$ cat config.mk
export PLATFORM = sky130hd
export DESIGN_NAME = pll_speed_ctl
export DESIGN_NICKNAME = d
export VERILOG_FILES = /design/src/rtl/pll_speed_ctl_pkg.sv /design/src/rtl/pll_speed_ctl.sv
export SDC_FILE = /design/constraint.sdc
export NUM_CORES = 1
export LEC_CHECK = 0
export BUFFER_PORTS_ARGS = -buffer_cell sky130_fd_sc_hd__buf_2
export CAP_MARGIN = 20
export CORE_MARGIN = 2
export CORE_UTILIZATION = 55
export DETAILED_ROUTE_END_ITERATION = 10
export GPL_TIMING_DRIVEN = 0
export PLACE_DENSITY = 0.8
export SYNTH_ARGS = -nofsm -noshare
export SYNTH_HDL_FRONTEND = slang
export SYNTH_SLANG_ARGS = --single-unit
$ cat constraint.sdc
create_clock -name clk -period 3.8 [get_ports clk]
set_input_delay 0.38 -clock clk [delete_from_list [all_inputs] [get_ports clk]]
set_output_delay 0.38 -clock clk [all_outputs]
set_load 0.01 [all_outputs]
$ cat src/rtl/pll_speed_ctl_pkg.sv
// Shared constants for the PLL CPU-clock reconfiguration sequencer:
// reconfig register map, C-counter data layout, speed presets and FSM states.
package pll_speed_ctl_pkg;

    localparam logic [5:0] ADDR_MODE   = 6'h00;
    localparam logic [5:0] ADDR_STATUS = 6'h01;
    localparam logic [5:0] ADDR_START  = 6'h02;
    localparam logic [5:0] ADDR_C      = 6'h05;

    localparam int C_SEL_LSB = 18;
    localparam int C_SEL_W   = 5;
    localparam int C_ODD_BIT = 17;
    localparam int C_BYP_BIT = 16;
    localparam int C_HI_LSB  = 8;
    localparam int C_LO_LSB  = 0;

    typedef struct packed {
        logic [7:0] hi;
        logic [7:0] lo;
        logic       odd;
    } preset_t;

    // Divide settings from a 1600 MHz VCO, slowest to fastest
    localparam preset_t PRESETS [4] = '{
        '{hi: 8'd224, lo: 8'd223, odd: 1'b1},
        '{hi: 8'd112, lo: 8'd112, odd: 1'b0},
        '{hi: 8'd56,  lo: 8'd56,  odd: 1'b0},
        '{hi: 8'd28,  lo: 8'd28,  odd: 1'b0}
    };

    typedef enum logic [3:0] {
        S_IDLE,
        S_WR_MODE,
        S_WR_C,
        S_WR_START,
        S_RD_STAT,
        S_RD_GAP,
        S_WAIT_LOCK,
        S_SETTLE,
        S_FAIL
    } state_t;

    function automatic logic [31:0] c_data(
        input logic [1:0]         sel,
        input logic [C_SEL_W-1:0] idx
    );
        logic [31:0] d;
        d                     = '0;
        d[C_SEL_LSB+:C_SEL_W] = idx;
        d[C_ODD_BIT]          = PRESETS[sel].odd;
        d[C_BYP_BIT]          = 1'b0;
        d[C_HI_LSB+:8]        = PRESETS[sel].hi;
        d[C_LO_LSB+:8]        = PRESETS[sel].lo;
        return d;
    endfunction

endpackage

$ cat src/rtl/pll_speed_ctl.sv
// Reprograms the PLL CPU-clock C counter on a speed change, holding the
// CPU domain frozen until the PLL has re-locked and settled.
module pll_speed_ctl
    import pll_speed_ctl_pkg::*;
#(
    parameter int C_INDEX     = 4,
    parameter int RESET_SEL   = 0,
    parameter int SETTLE_CYC  = 1024,
    parameter int TIMEOUT_CYC = 1000000
) (
    input  logic        clk,
    input  logic        rst,
    input  logic [1:0]  speed_sel,
    input  logic        pll_locked,
    output logic [5:0]  mgmt_address,
    output logic        mgmt_write,
    output logic        mgmt_read,
    output logic [31:0] mgmt_writedata,
    input  logic [31:0] mgmt_readdata,
    input  logic        mgmt_waitrequest,
    output logic        clk_hold,
    output logic        busy,
    output logic        done,
    output logic        err,
    output logic [1:0]  cur_sel
);

    localparam int TW = $clog2(TIMEOUT_CYC + 1);
    localparam int SW = $clog2(SETTLE_CYC + 1);
    localparam logic [TW-1:0] TMO_LAST = TW'(TIMEOUT_CYC - 1);
    localparam logic [SW-1:0] SET_LAST = SW'(SETTLE_CYC - 1);

    state_t        state, state_n;
    logic [1:0]    target, target_n;
    logic [TW-1:0] tmo, tmo_n;
    logic [SW-1:0] set_cnt, set_n;
    logic [5:0]    addr_n;
    logic          wr_n, rd_n;
    logic [31:0]   wdata_n;
    logic [1:0]    cur_n;
    logic          done_n, err_n;
    logic          timed;
    logic          unused_rd;

    assign unused_rd = ^mgmt_readdata[31:1];
    assign clk_hold  = busy;

    always_ff @(posedge clk or posedge rst) begin
        if (rst) begin
            state          <= S_IDLE;
            target         <= 2'(RESET_SEL);
            tmo            <= '0;
            set_cnt        <= '0;
            mgmt_address   <= '0;
            mgmt_write     <= 1'b0;
            mgmt_read      <= 1'b0;
            mgmt_writedata <= '0;
            cur_sel        <= 2'(RESET_SEL);
            done           <= 1'b0;
            err            <= 1'b0;
            busy           <= 1'b0;
        end else begin
            state          <= state_n;
            target         <= target_n;
            tmo            <= tmo_n;
            set_cnt        <= set_n;
            mgmt_address   <= addr_n;
            mgmt_write     <= wr_n;
            mgmt_read      <= rd_n;
            mgmt_writedata <= wdata_n;
            cur_sel        <= cur_n;
            done           <= done_n;
            err            <= err_n;
            busy           <= (state_n != S_IDLE);
        end
    end

    // Strobes are issued on entry to a bus state so each transfer starts
    // in the first cycle of its state and back-to-back writes chain.
    always_comb begin
        state_n  = state;
        target_n = target;
        tmo_n    = tmo;
        set_n    = set_cnt;
        addr_n   = mgmt_address;
        wr_n     = mgmt_write;
        rd_n     = mgmt_read;
        wdata_n  = mgmt_writedata;
        cur_n    = cur_sel;
        done_n   = 1'b0;
        err_n    = err;
        timed    = 1'b0;

        unique case (state)
            S_IDLE: begin
                if (speed_sel != cur_sel) begin
                    target_n = speed_sel;
                    state_n  = S_WR_MODE;
                    wr_n     = 1'b1;
                    addr_n   = ADDR_MODE;
                    wdata_n  = 32'd1;
                end
            end
            S_WR_MODE: begin
                if (!mgmt_waitrequest) begin
                    state_n = S_WR_C;
                    addr_n  = ADDR_C;
                    wdata_n = c_data(target, C_SEL_W'(C_INDEX));
                end
            end
            S_WR_C: begin
                if (!mgmt_waitrequest) begin
                    state_n = S_WR_START;
                    addr_n  = ADDR_START;
                    wdata_n = '0;
                end
            end
            S_WR_START: begin
                if (!mgmt_waitrequest) begin
                    state_n = S_RD_STAT;
                    wr_n    = 1'b0;
                    rd_n    = 1'b1;
                    addr_n  = ADDR_STATUS;
                    wdata_n = '0;
                    tmo_n   = '0;
                end
            end
            S_RD_STAT: begin
                timed = 1'b1;
                if (!mgmt_waitrequest) begin
                    rd_n    = 1'b0;
                    state_n = mgmt_readdata[0] ? S_WAIT_LOCK : S_RD_GAP;
                end
            end
            S_RD_GAP: begin
                timed   = 1'b1;
                state_n = S_RD_STAT;
                rd_n    = 1'b1;
            end
            S_WAIT_LOCK: begin
                timed = 1'b1;
                if (pll_locked) begin
                    // The first locked cycle already counts toward settling
                    set_n   = SW'(1);
                    state_n = S_SETTLE;
                    if (SETTLE_CYC <= 1) begin
                        state_n = S_IDLE;
                        cur_n   = target;
                        done_n  = 1'b1;
                    end
                end
            end
            S_SETTLE: begin
                timed = 1'b1;
                if (!pll_locked) begin
                    set_n = '0;
                end else if (set_cnt == SET_LAST) begin
                    state_n = S_IDLE;
                    cur_n   = target;
                    done_n  = 1'b1;
                end else begin
                    set_n = set_cnt + SW'(1);
                end
            end
            S_FAIL: begin
                err_n   = 1'b1;
                state_n = S_IDLE;
            end
            default: state_n = S_IDLE;
        endcase

        // Timeout spans status polling, lock wait and settling, and wins
        if (timed) begin
            if (tmo == TMO_LAST) begin
                state_n = S_FAIL;
                rd_n    = 1'b0;
                cur_n   = cur_sel;
                done_n  = 1'b0;
            end else begin
                tmo_n = tmo + TW'(1);
            end
        end
    end

endmodule
==> flow_summary.ini, run 1 <==
[run_status]
result_of_the_run = finished clean

[floorplanning]
floorplan.core_area_sq_mm = 0.00551
rows = 27
initial_utilization = 0.571
die_height_um = 79.6
fp.dieArea_sq_mm = 0.00633
top_level_i_o_count = 84
die_w_um = 79.6

[drt]
antenna_violating_nets_post_route = 0
drt-total-wl_um = 6670
vias = 2521
drt-pass1-iter-count = 4
drcViolationCount = 0
via_per_inst = 5.43
iter_0_drt_violations = 226
mean_routed_wirelength_per_cell_um = 14.4

[synthesis]
synth.yosys.warnings = 0
synth_simple_gate_area_share = 0.245
synth-seq-cells = 58
postSynth.topFlopCell = sky130_fd_sc_hd__dfrtp_1
async_reset_ff_frac = 1.00
synth_cells = 328
most_frequent_cells_after_synthesis = sky130_fd_sc_hd__dfrtp_1, sky130_fd_sc_hd__nand2_1, sky130_fd_sc_hd__buf_4, sky130_fd_sc_hd__nor2_1, sky130_fd_sc_hd__nand3_1
seq_area_frac_synth = 0.462
synth_area_leader_cell = sky130_fd_sc_hd__dfrtp_1
ys_types = 54
synth_largest_type_area_fraction = 0.462
synthXorXnorAreaFrac = 0.0362
synth-compound-area-share = 0.0960
post_synth_instance_area_sq_mm = 0.00314
edff_count_synth = 0
yosysMostFrequentCell = sky130_fd_sc_hd__dfrtp_1
syn-mean-instance-area_sq_um = 9.58
synthAdderAreaFrac = 0.0239
muxShareOfSynthArea = 0.0462
combinational_family_with_the_most_area_after_synthesis = simple AND/OR/NAND/NOR gates
cell_types_with_the_largest_area_share_after_synthesis = sky130_fd_sc_hd__dfrtp_1, sky130_fd_sc_hd__buf_4, sky130_fd_sc_hd__nand2_1

[setup_path]
r2r_end = busy
critical_path.reg2reg.startpoint = state[2]
worstRegToRegCells = 6
critical_path.startpoint_type = flip-flop
critical_path.endpoint_type = flip-flop
register_to_register_setup_slack_ps = 1510
crit_path_required_time_ps = 4040
critPathMaxFanout = 10
crit_arrival_ps = 2530
path_class = reg2reg

[cts]
clk_root_buffer_cell = sky130_fd_sc_hd__clkbuf_8
clkSinkCount = 58
clockBufferDepth = 2
cts_repair_resize_count = 0
tritoncts = done
path_clk_slew_ps = 70
cts-buffers-inserted = 9
cts-hold-fix-buffers = 0
number_of_post_cts_setup_repair_buffers = 0
h_tree_level_count = 3
worstSkewPairLatency_ps = 340

[final_layout]
multiInputGateArea_sq_mm = 0.00148
stdcell_area_sq_mm = 0.00363
nFillCells = 449
layout-area-overhead-vs-synth_pct = 15.7
antenna_cells = 0
num-nets-final = 433
drive_above_1_share = 0.224
register_area_sq_mm = 0.00145

[grt]
grt_pass1_wl_um = 11400
grt_start_max_net_pins = 37
grt-ovfl-total = 0
first_global_vias = 2452
grt_antenna_before_repair = 0
grt_use_total = 0.233

[sta]
final.setup_skew_ps = 6.85
total_negative_setup_slack_ps = 0
timing.max_slew.rel_slack = 0.384
grt_setup_unrepaired = false
timing.final.setup_violations = 0
period_utilisation_layout = 0.602
report.final.slew_viol_count = 0
worst_slew_pin_slew_ps = 918
finalWorstPathRequiredPeriod_ps = 2290
fmax_ghz = 0.437
timing_hold_violations_final = 0

[power]
pwr_density_cell_mw_per_mm2 = 467
static-leakage-power_nw = 1.79
worst_ir_drop_vdd_mv = 0.363

[place]
finalWeightedCongestion = 0.827
post_dp_cell_area_sq_mm = 0.00347
hpwlAfterDp_um = 4690
io_buffer_count = 31

[min_path]
min-delay-path-class = in2async

[run]
max_cap_violations = 0
[report_power, final]
group	switching [mW]	total (mW)	internal, mW	leakage, nW
sequential	0.142	0.874	0.732	0.720
clock	0.238	0.483	0.245	0.0810
combinational	0.189	0.338	0.149	0.988
[area by class of cell]
| class | instances | share of cell area |
|---|---|---|
| plain buffers | 37 | 0.0692 |
| clock buffers | 11 | 0.0389 |
| clock inverters | 3 | 0.00482 |
| inverters | 8 | 0.00826 |
| multi-input cells | 243 | 0.406 |
| flip-flops and latches | 58 | 0.399 |
| well taps | 72 | 0.0248 |
| repair buffers | 32 | 0.0482 |
[logic make-up after synthesis]
logic type      after synthesis
xor+xnor                     13
fa+ha+maj                     6
buf+inv                      45
mux                          14
other cells                   1
flops                        58
compound gates               48
simple gates                143
[state kept, by name, indices dropped and copies added, names as in the netlist, 2 cells and up]
| signal | cells |
|---|---|
| mgmt_writedata | 11 |
| mgmt_address | 3 |
| set_cnt | 11 |
| state | 4 |
| target | 2 |
| tmo | 20 |
| cur_sel | 2 |
[routing by layer]
metal  track usage  up-vias  wire length (um)
met4        0.0948        0               108
met1         0.291     1207              2910
met3        0.0701       11               375
met5             0        -                 0
li1              -     1229                 -
met2         0.377       74              3280
[stage by stage]
step	cells	util	setup WS, ps	power (mW)	hold slack, ps
floorplan	346	-	1810	1.11	446
global placement	449	0.627	1320	1.18	454
detailed placement	450	0.631	1610	1.21	443
CTS	464	0.660	1590	1.70	76.8
global route	464	0.660	1380	1.80	113
finish	464	0.660	1510	1.70	71.5
[worst max path at each step]
| stage | startpoint | end |
|---|---|---|
| 2_1_floorplan | tmo[8] | cur_sel[0] |
| 3_3_place_gp | rst | set_cnt[4] |
| 3_5_place_dp | state[2] | busy |
| 4_1_cts | state[2] | busy |
| 5_1_grt | state[2] | busy |
| 6_report | state[2] | busy |
[critical path: stages (launching register included)]
cell	delay [ps]
sky130_fd_sc_hd__dfrtp_1	370
sky130_fd_sc_hd__clkbuf_1	200
sky130_fd_sc_hd__nor2_1	350
sky130_fd_sc_hd__nand2_1	180
sky130_fd_sc_hd__nor3_1	740
sky130_fd_sc_hd__nor3_1	130
sky130_fd_sc_hd__a31oi_1	210
[placed cells by master (no fill, tap or decap), types with 2 or more instances in the layout]
cell	n
sky130_fd_sc_hd__xor2_1	2
sky130_fd_sc_hd__xnor2_1	11
sky130_fd_sc_hd__clkinv_2	2
sky130_fd_sc_hd__nand2_1	44
sky130_fd_sc_hd__a21oi_1	10
sky130_fd_sc_hd__dfrtp_1	58
sky130_fd_sc_hd__o31ai_1	3
sky130_fd_sc_hd__and3_1	4
sky130_fd_sc_hd__nor3b_1	4
sky130_fd_sc_hd__ha_1	6
sky130_fd_sc_hd__nor3_1	7
sky130_fd_sc_hd__nand2b_1	6
sky130_fd_sc_hd__conb_1	19
sky130_fd_sc_hd__nor2_1	23
sky130_fd_sc_hd__inv_1	7
sky130_fd_sc_hd__buf_4	25
sky130_fd_sc_hd__clkbuf_8	11
sky130_fd_sc_hd__nor4_1	7
sky130_fd_sc_hd__nand4_2	2
sky130_fd_sc_hd__mux2_2	2
sky130_fd_sc_hd__a22o_1	2
sky130_fd_sc_hd__buf_2	32
sky130_fd_sc_hd__or3_1	2
sky130_fd_sc_hd__nand3_1	20
sky130_fd_sc_hd__nand4_1	7
sky130_fd_sc_hd__mux2i_1	10
sky130_fd_sc_hd__o211ai_1	5
sky130_fd_sc_hd__a31oi_1	4
sky130_fd_sc_hd__o21ai_0	15
sky130_fd_sc_hd__clkbuf_1	10
sky130_fd_sc_hd__and4_1	3
sky130_fd_sc_hd__mux2_1	2
sky130_fd_sc_hd__nor2b_1	2
(Power assumes the default switching activity.)
==> inputs of run 2 (changes only) <==
--- a/config.mk
+++ b/config.mk
@@ -8,10 +8,10 @@
 export BUFFER_PORTS_ARGS = -buffer_cell sky130_fd_sc_hd__buf_2
 export CAP_MARGIN = 20
 export CORE_MARGIN = 2
-export CORE_UTILIZATION = 55
+export CORE_UTILIZATION = 53
 export DETAILED_ROUTE_END_ITERATION = 10
 export GPL_TIMING_DRIVEN = 0
-export PLACE_DENSITY = 0.8
+export PLACE_DENSITY = 0.77
 export SYNTH_ARGS = -nofsm -noshare
 export SYNTH_HDL_FRONTEND = slang
 export SYNTH_SLANG_ARGS = --single-unit
==> constraint.sdc (replaced) <==
create_clock -name clk -period 2.39 [get_ports clk]
set_input_delay 0.239 -clock clk [delete_from_list [all_inputs] [get_ports clk]]
set_output_delay 0.239 -clock clk [all_outputs]
set_load 0.01 [all_outputs]
==> flow_summary.ini, run 2 (synthesis results as in run 1) <==
[place]
io_buffer_count = 31
finalWeightedCongestion = 0.841
hpwlAfterDp_um = 4530

[sta]
finalWorstPathRequiredPeriod_ps = 2180
report.final.slew_viol_count = 0
timing.max_slew.rel_slack = 0.479
total_negative_setup_slack_ps = 0
hold_slack_ps = 157
fmax_ghz = 0.458
timing_hold_violations_final = 0
period_utilisation_layout = 0.913
final.setup_skew_ps = 8.93
timing.final.setup_violations = 0
grt_setup_unrepaired = false
worst_slew_pin_slew_ps = 775

[power]
seq_power_share = 0.473
swShare = 0.309
worst_ir_drop_vdd_mv = 0.577
p_switching_mw = 0.901
clkPwrFrac = 0.343
internal_power_mw = 2.01
static-leakage-power_nw = 1.82
pwr_density_cell_mw_per_mm2 = 785
pwr-share-comb = 0.184
total_power_mw = 2.91

[final_layout]
layout-area-overhead-vs-synth_pct = 18.2
layout_commonest_cell = sky130_fd_sc_hd__dfrtp_1
most_frequent_cells_in_the_layout = sky130_fd_sc_hd__dfrtp_1, sky130_fd_sc_hd__nand2_1, sky130_fd_sc_hd__buf_2
largest_register_ffs = 20
register_area_sq_mm = 0.00145
multiInputGateArea_sq_mm = 0.00148
num-nets-final = 434
antenna_cells = 0
top_register = tmo
nFillCells = 499
drive_above_1_share = 0.230
biggestRegsByFlops = tmo: 20 flops, mgmt_writedata: 11 flops, set_cnt: 11 flops

[setup_path]
register_to_register_setup_slack_ps = 210
critPathMaxFanout = 10
path_class = reg2reg
cp_cell_sequence = clkbuf_1 -> or2_2 -> nor2_1 -> nand3_1 -> clkbuf_1 -> o211ai_1 -> o31ai_1
crit_arrival_ps = 2400
sum_of_buffers_and_inverters_on_the_critical_path = 2
cp_common_cell = sky130_fd_sc_hd__clkbuf_1
critical_path.endpoint_type = flip-flop
critical_path.startpoint_type = flip-flop
critical_path.max_stage_delay_ps = 370
crit_slowest_cell = sky130_fd_sc_hd__dfrtp_1
cp_top_family = simple AND/OR/NAND/NOR gates
crit_path_required_time_ps = 2610

[grt]
grt_antenna_before_repair = 0
grt_start_max_net_pins = 37
first_global_vias = 2353
grt-ovfl-total = 0
grt_pass1_wl_um = 10600
grt_use_total = 0.211

[drt]
drcViolationCount = 0
iter_0_drt_violations = 175
drt-total-wl_um = 6280
mean_routed_wirelength_per_cell_um = 13.4
drt-pass1-iter-count = 4
antenna_violating_nets_post_route = 0
via_per_inst = 5.28
vias = 2483

[cts]
number_of_post_cts_setup_repair_buffers = 0
tritoncts = done
cts-buffers-inserted = 9
clockBufferDepth = 2
clk_root_buffer_cell = sky130_fd_sc_hd__clkbuf_8
worstSkewPairLatency_ps = 340
path_clk_slew_ps = 70
clkSinkCount = 58
h_tree_level_count = 3

[run]
max_cap_violations = 0

[floorplanning]
initial_utilization = 0.540
top_level_i_o_count = 84
floorplan.core_area_sq_mm = 0.00582
die_w_um = 81.0
die_height_um = 81.0
fp.dieArea_sq_mm = 0.00656
rows = 28

[min_path]
min-delay-path-class = in2reg

[run_status]
result_of_the_run = finished clean
## run 2: cell types whose count changed in the layout (fill, tap and decap cells not counted)
cell / before / now
sky130_fd_sc_hd__bufinv_16: 0 / 2
sky130_fd_sc_hd__nor3_2: 0 / 1
sky130_fd_sc_hd__nor3_1: 7 / 6
sky130_fd_sc_hd__dlygate4sd3_1: 0 / 1
## run 2: worst paths after layout
path	startpoint	to	cells after the start
worst min register to register	mgmt_address[2]	mgmt_address[2]	2
worst max register to register	state[2]	tmo[5]	7
worst min-delay path	speed_sel[0]	target[0]	2
min in group asynchronous	rst	tmo[18]	3
max in group asynchronous	rst	set_cnt[3]	4
worst max-delay path	state[2]	tmo[5]	7
## run 2: timing repair
item,4_1_cts,5_1_grt
hold buffers,1,0
hold endpoints to repair,22,0
resized for setup,0,1
setup endpoints to repair,0,1
## run 2: area by class of cell
type | instances | share of cell area
multi-input combinational | 243 | 0.399
sequential | 58 | 0.391
buffer | 37 | 0.0677
timing repair buffer | 33 | 0.0499
clock buffer | 11 | 0.0381
tap | 75 | 0.0253
clock inverter | 5 | 0.0209
inverter | 8 | 0.00809
## run 2: power by group through the flow
stage          sequential [mW]  combinational (mW)  clock, mW
4_1_cts                   1.37               0.536       1.01
3_5_place_dp              1.39               0.532          0
2_1_floorplan             1.34               0.427          0
6_report                  1.38               0.537       1.00
5_1_grt                   1.42               0.611       1.06
3_3_place_gp              1.38               0.504          0
## run 2: per-stage QoR
step | cell area [sq um] | setup WS (ps) | cells | utilization
2_1_floorplan | 3210 | 401 | 346 | -
3_3_place_gp | 3460 | 26.5 | 452 | 0.595
3_5_place_dp | 3480 | 169 | 453 | 0.598
4_1_cts | 3710 | 147 | 470 | 0.637
5_1_grt | 3710 | 66.7 | 470 | 0.638
6_report | 3710 | 208 | 470 | 0.638
## run 2: routing by layer
layer | track usage | share of wire
met4 | 0.0983 | 0.019
met1 | 0.263 | 0.44
met2 | 0.350 | 0.49
met5 | 0 | 0
met3 | 0.0444 | 0.045
==> inputs of run 3 (changes only) <==
--- a/config.mk
+++ b/config.mk
@@ -5,10 +5,11 @@
 export SDC_FILE = /design/constraint.sdc
 export NUM_CORES = 1
 export LEC_CHECK = 0
+export ABC_AREA = 1
 export BUFFER_PORTS_ARGS = -buffer_cell sky130_fd_sc_hd__buf_2
 export CAP_MARGIN = 20
 export CORE_MARGIN = 2
-export CORE_UTILIZATION = 53
+export CORE_UTILIZATION = 54
 export DETAILED_ROUTE_END_ITERATION = 10
 export GPL_TIMING_DRIVEN = 0
 export PLACE_DENSITY = 0.77
==> flow_summary.ini, run 3 <==
[run_status]
result_of_the_run = finished clean

[final_layout]
instances_no_fill = 613
nFillCells = 561
num-nets-final = 575
most_frequent_cells_in_the_layout = sky130_fd_sc_hd__nand2_1, sky130_fd_sc_hd__nor2_1, sky130_fd_sc_hd__dfrtp_1
antenna_cells = 0
biggestRegsByFlops = tmo: 20 flops, mgmt_writedata: 11 flops, set_cnt: 11 flops
largest_register_ffs = 20
layout_commonest_cell = sky130_fd_sc_hd__nand2_1
register_area_sq_mm = 0.00145
top_register = tmo
multiInputGateArea_sq_mm = 0.00172
layout-area-overhead-vs-synth_pct = 18.3
drive_above_1_share = 0.205

[drt]
drcViolationCount = 0
drt-total-wl_um = 7890
drt-pass1-iter-count = 4
via_per_inst = 5.20
iter_0_drt_violations = 296
mean_routed_wirelength_per_cell_um = 12.9
vias = 3186
antenna_violating_nets_post_route = 0

[sta]
timing.max_slew.rel_slack = 0.627
grt_setup_unrepaired = false
timing_hold_violations_final = 0
total_negative_setup_slack_ps = 0
final.setup_skew_ps = 13.1
timing.final.setup_violations = 0
fmax_ghz = 0.576
period_utilisation_layout = 0.726
finalWorstPathRequiredPeriod_ps = 1740
worst_slew_pin_slew_ps = 559
report.final.slew_viol_count = 0
hold_slack_ps = 173

[synthesis]
post_synth_instance_area_sq_mm = 0.00352
edff_count_synth = 0
synth-seq-cells = 58
ys_types = 38
synth.yosys.warnings = 0
synthAdderAreaFrac = 0.0214
seq_area_frac_synth = 0.413
synth-compound-area-share = 0.0961
combinational_family_with_the_most_area_after_synthesis = simple AND/OR/NAND/NOR gates
synthXorXnorAreaFrac = 0.0324
postSynth.topFlopCell = sky130_fd_sc_hd__dfrtp_1
synth_cells = 467
synth_simple_gate_area_share = 0.318
synth_largest_type_area_fraction = 0.413
synth_area_leader_cell = sky130_fd_sc_hd__dfrtp_1
most_frequent_cells_after_synthesis = sky130_fd_sc_hd__nand2_1, sky130_fd_sc_hd__nor2_1, sky130_fd_sc_hd__dfrtp_1, sky130_fd_sc_hd__inv_1, sky130_fd_sc_hd__nand3_1
yosysMostFrequentCell = sky130_fd_sc_hd__nand2_1
cell_types_with_the_largest_area_share_after_synthesis = sky130_fd_sc_hd__dfrtp_1, sky130_fd_sc_hd__nand2_1, sky130_fd_sc_hd__nor2_1
muxShareOfSynthArea = 0
syn-mean-instance-area_sq_um = 7.53
async_reset_ff_frac = 1.00

[power]
static-leakage-power_nw = 2.13
worst_ir_drop_vdd_mv = 0.708
pwr_density_cell_mw_per_mm2 = 1160

[place]
dpl.cell_count = 596
hpwlAfterDp_um = 5790
io_buffer_count = 33
finalWeightedCongestion = 0.890

[floorplanning]
initial_utilization = 0.557
die_w_um = 84.7
die_height_um = 84.7
fp.dieArea_sq_mm = 0.00717
floorplan.core_area_sq_mm = 0.00631
top_level_i_o_count = 84
rows = 29

[min_path]
worst_hold_startpoint = speed_sel[0]
hold_path_depth = 3
min_to = target[0]
min-delay-path-class = in2reg

[cts]
cts-buffers-inserted = 9
h_tree_level_count = 3
clkSinkCount = 58
number_of_post_cts_setup_repair_buffers = 0
cts_repair_resize_count = 0
path_clk_slew_ps = 80
tritoncts = done
clockBufferDepth = 2
cts-hold-fix-buffers = 1
clk_root_buffer_cell = sky130_fd_sc_hd__clkbuf_8
worstSkewPairLatency_ps = 350

[setup_path]
worstRegToRegCells = 9
path_class = reg2reg
critical_path.endpoint_type = flip-flop
crit_arrival_ps = 1980
r2r_end = tmo[9]
critical_path.startpoint_type = flip-flop
crit_slowest_cell = sky130_fd_sc_hd__dfrtp_1
critPathMaxFanout = 10
critical_path.reg2reg.startpoint = tmo[0]
sum_of_buffers_and_inverters_on_the_critical_path = 1
cp_top_family = simple AND/OR/NAND/NOR gates
cp_cell_sequence = ha_1 -> nand2_1 -> nor2_1 -> nand3_1 -> nor2_1 -> nor2_2 -> nand3b_1 -> nand2_1 -> inv_1
critical_path.max_stage_delay_ps = 400
crit_path_required_time_ps = 2630
register_to_register_setup_slack_ps = 650

[grt]
grt_use_total = 0.238
grt-ovfl-total = 0
first_global_vias = 2998
grt_pass1_wl_um = 13800
grt_start_max_net_pins = 35
grt_antenna_before_repair = 0

[run]
max_cap_violations = 0
## run 3: cell count changes after synthesis, moves of 6 or more
cell / previous run / this run
sky130_fd_sc_hd__nand2_1: 44 / 133
sky130_fd_sc_hd__nor2_1: 23 / 62
sky130_fd_sc_hd__inv_1: 8 / 43
sky130_fd_sc_hd__mux2i_1: 10 / 0
sky130_fd_sc_hd__clkbuf_1: 9 / 1
sky130_fd_sc_hd__nand3_1: 20 / 28
sky130_fd_sc_hd__nor4_1: 7 / 0
sky130_fd_sc_hd__o21ai_1: 0 / 7
sky130_fd_sc_hd__nand2b_1: 6 / 0
sky130_fd_sc_hd__xnor2_1: 11 / 5
sky130_fd_sc_hd__xor2_1: 2 / 8
## run 3: where the power goes
part	switching, mW	internal, mW
logic	1.19	0.712
clock network	0.416	0.884
registers	0.338	1.30
## run 3: kinds of logic (layout without fill, tap and decap cells)
family          Yosys count  after routing
buf+inv                  77            128
xor+xnor                 13             13
compound gates           58             58
other cells               1             19
fa+ha+maj                 6              6
flops                    58             58
simple gates            254            254
## run 3: routing by layer
layer,global-route usage,vias to the layer above,wire length [um]
met2,0.384,99,3690
met1,0.328,1496,3610
met3,0.0344,13,447
met4,0.0866,0,142
met5,0,-,0
li1,-,1578,-
## run 3: final cells by class
type | instances | share of cell area
plain buffers | 30 | 0.0571
clock buffers | 12 | 0.0397
clock inverters | 4 | 0.0289
inverters | 47 | 0.0430
multi-input cells | 350 | 0.412
flip-flops and latches | 58 | 0.349
well taps | 77 | 0.0232
repair buffers | 35 | 0.0469
## run 3: worst max-delay path by stage
stage / from / end / slack, ps / cells past startpoint
finish: tmo[0] / tmo[9] / 650 / 9
global route: tmo[1] / tmo[19] / 480 / 9
CTS: set_cnt[0] / busy / 650 / 10
detailed placement: tmo[0] / tmo[9] / 670 / 9
global placement: rst / mgmt_writedata[4] / -40 / 2
floorplan: rst / busy / 720 / 1
## run 3: metrics by stage
step           utilization  power (mW)  worst slack (ps)  instance area, sq um
2_1_floorplan            -        3.00               723                  3580
3_3_place_gp         0.609        3.45             -41.0                  3840
3_5_place_dp         0.612        3.54               674                  3860
4_1_cts              0.659        4.86               654                  4160
5_1_grt              0.659        5.20               482                  4160
6_report             0.659        4.84               655                  4160
## run 3: worst reg2reg max path, delay by kind of cell (launching register included)
| family | cells | cell delay [ps] |
|---|---|---|
| fa+ha+maj | 1 | 240 |
| buf+inv | 1 | 40 |
| simple gates | 7 | 950 |
| flops | 1 | 400 |
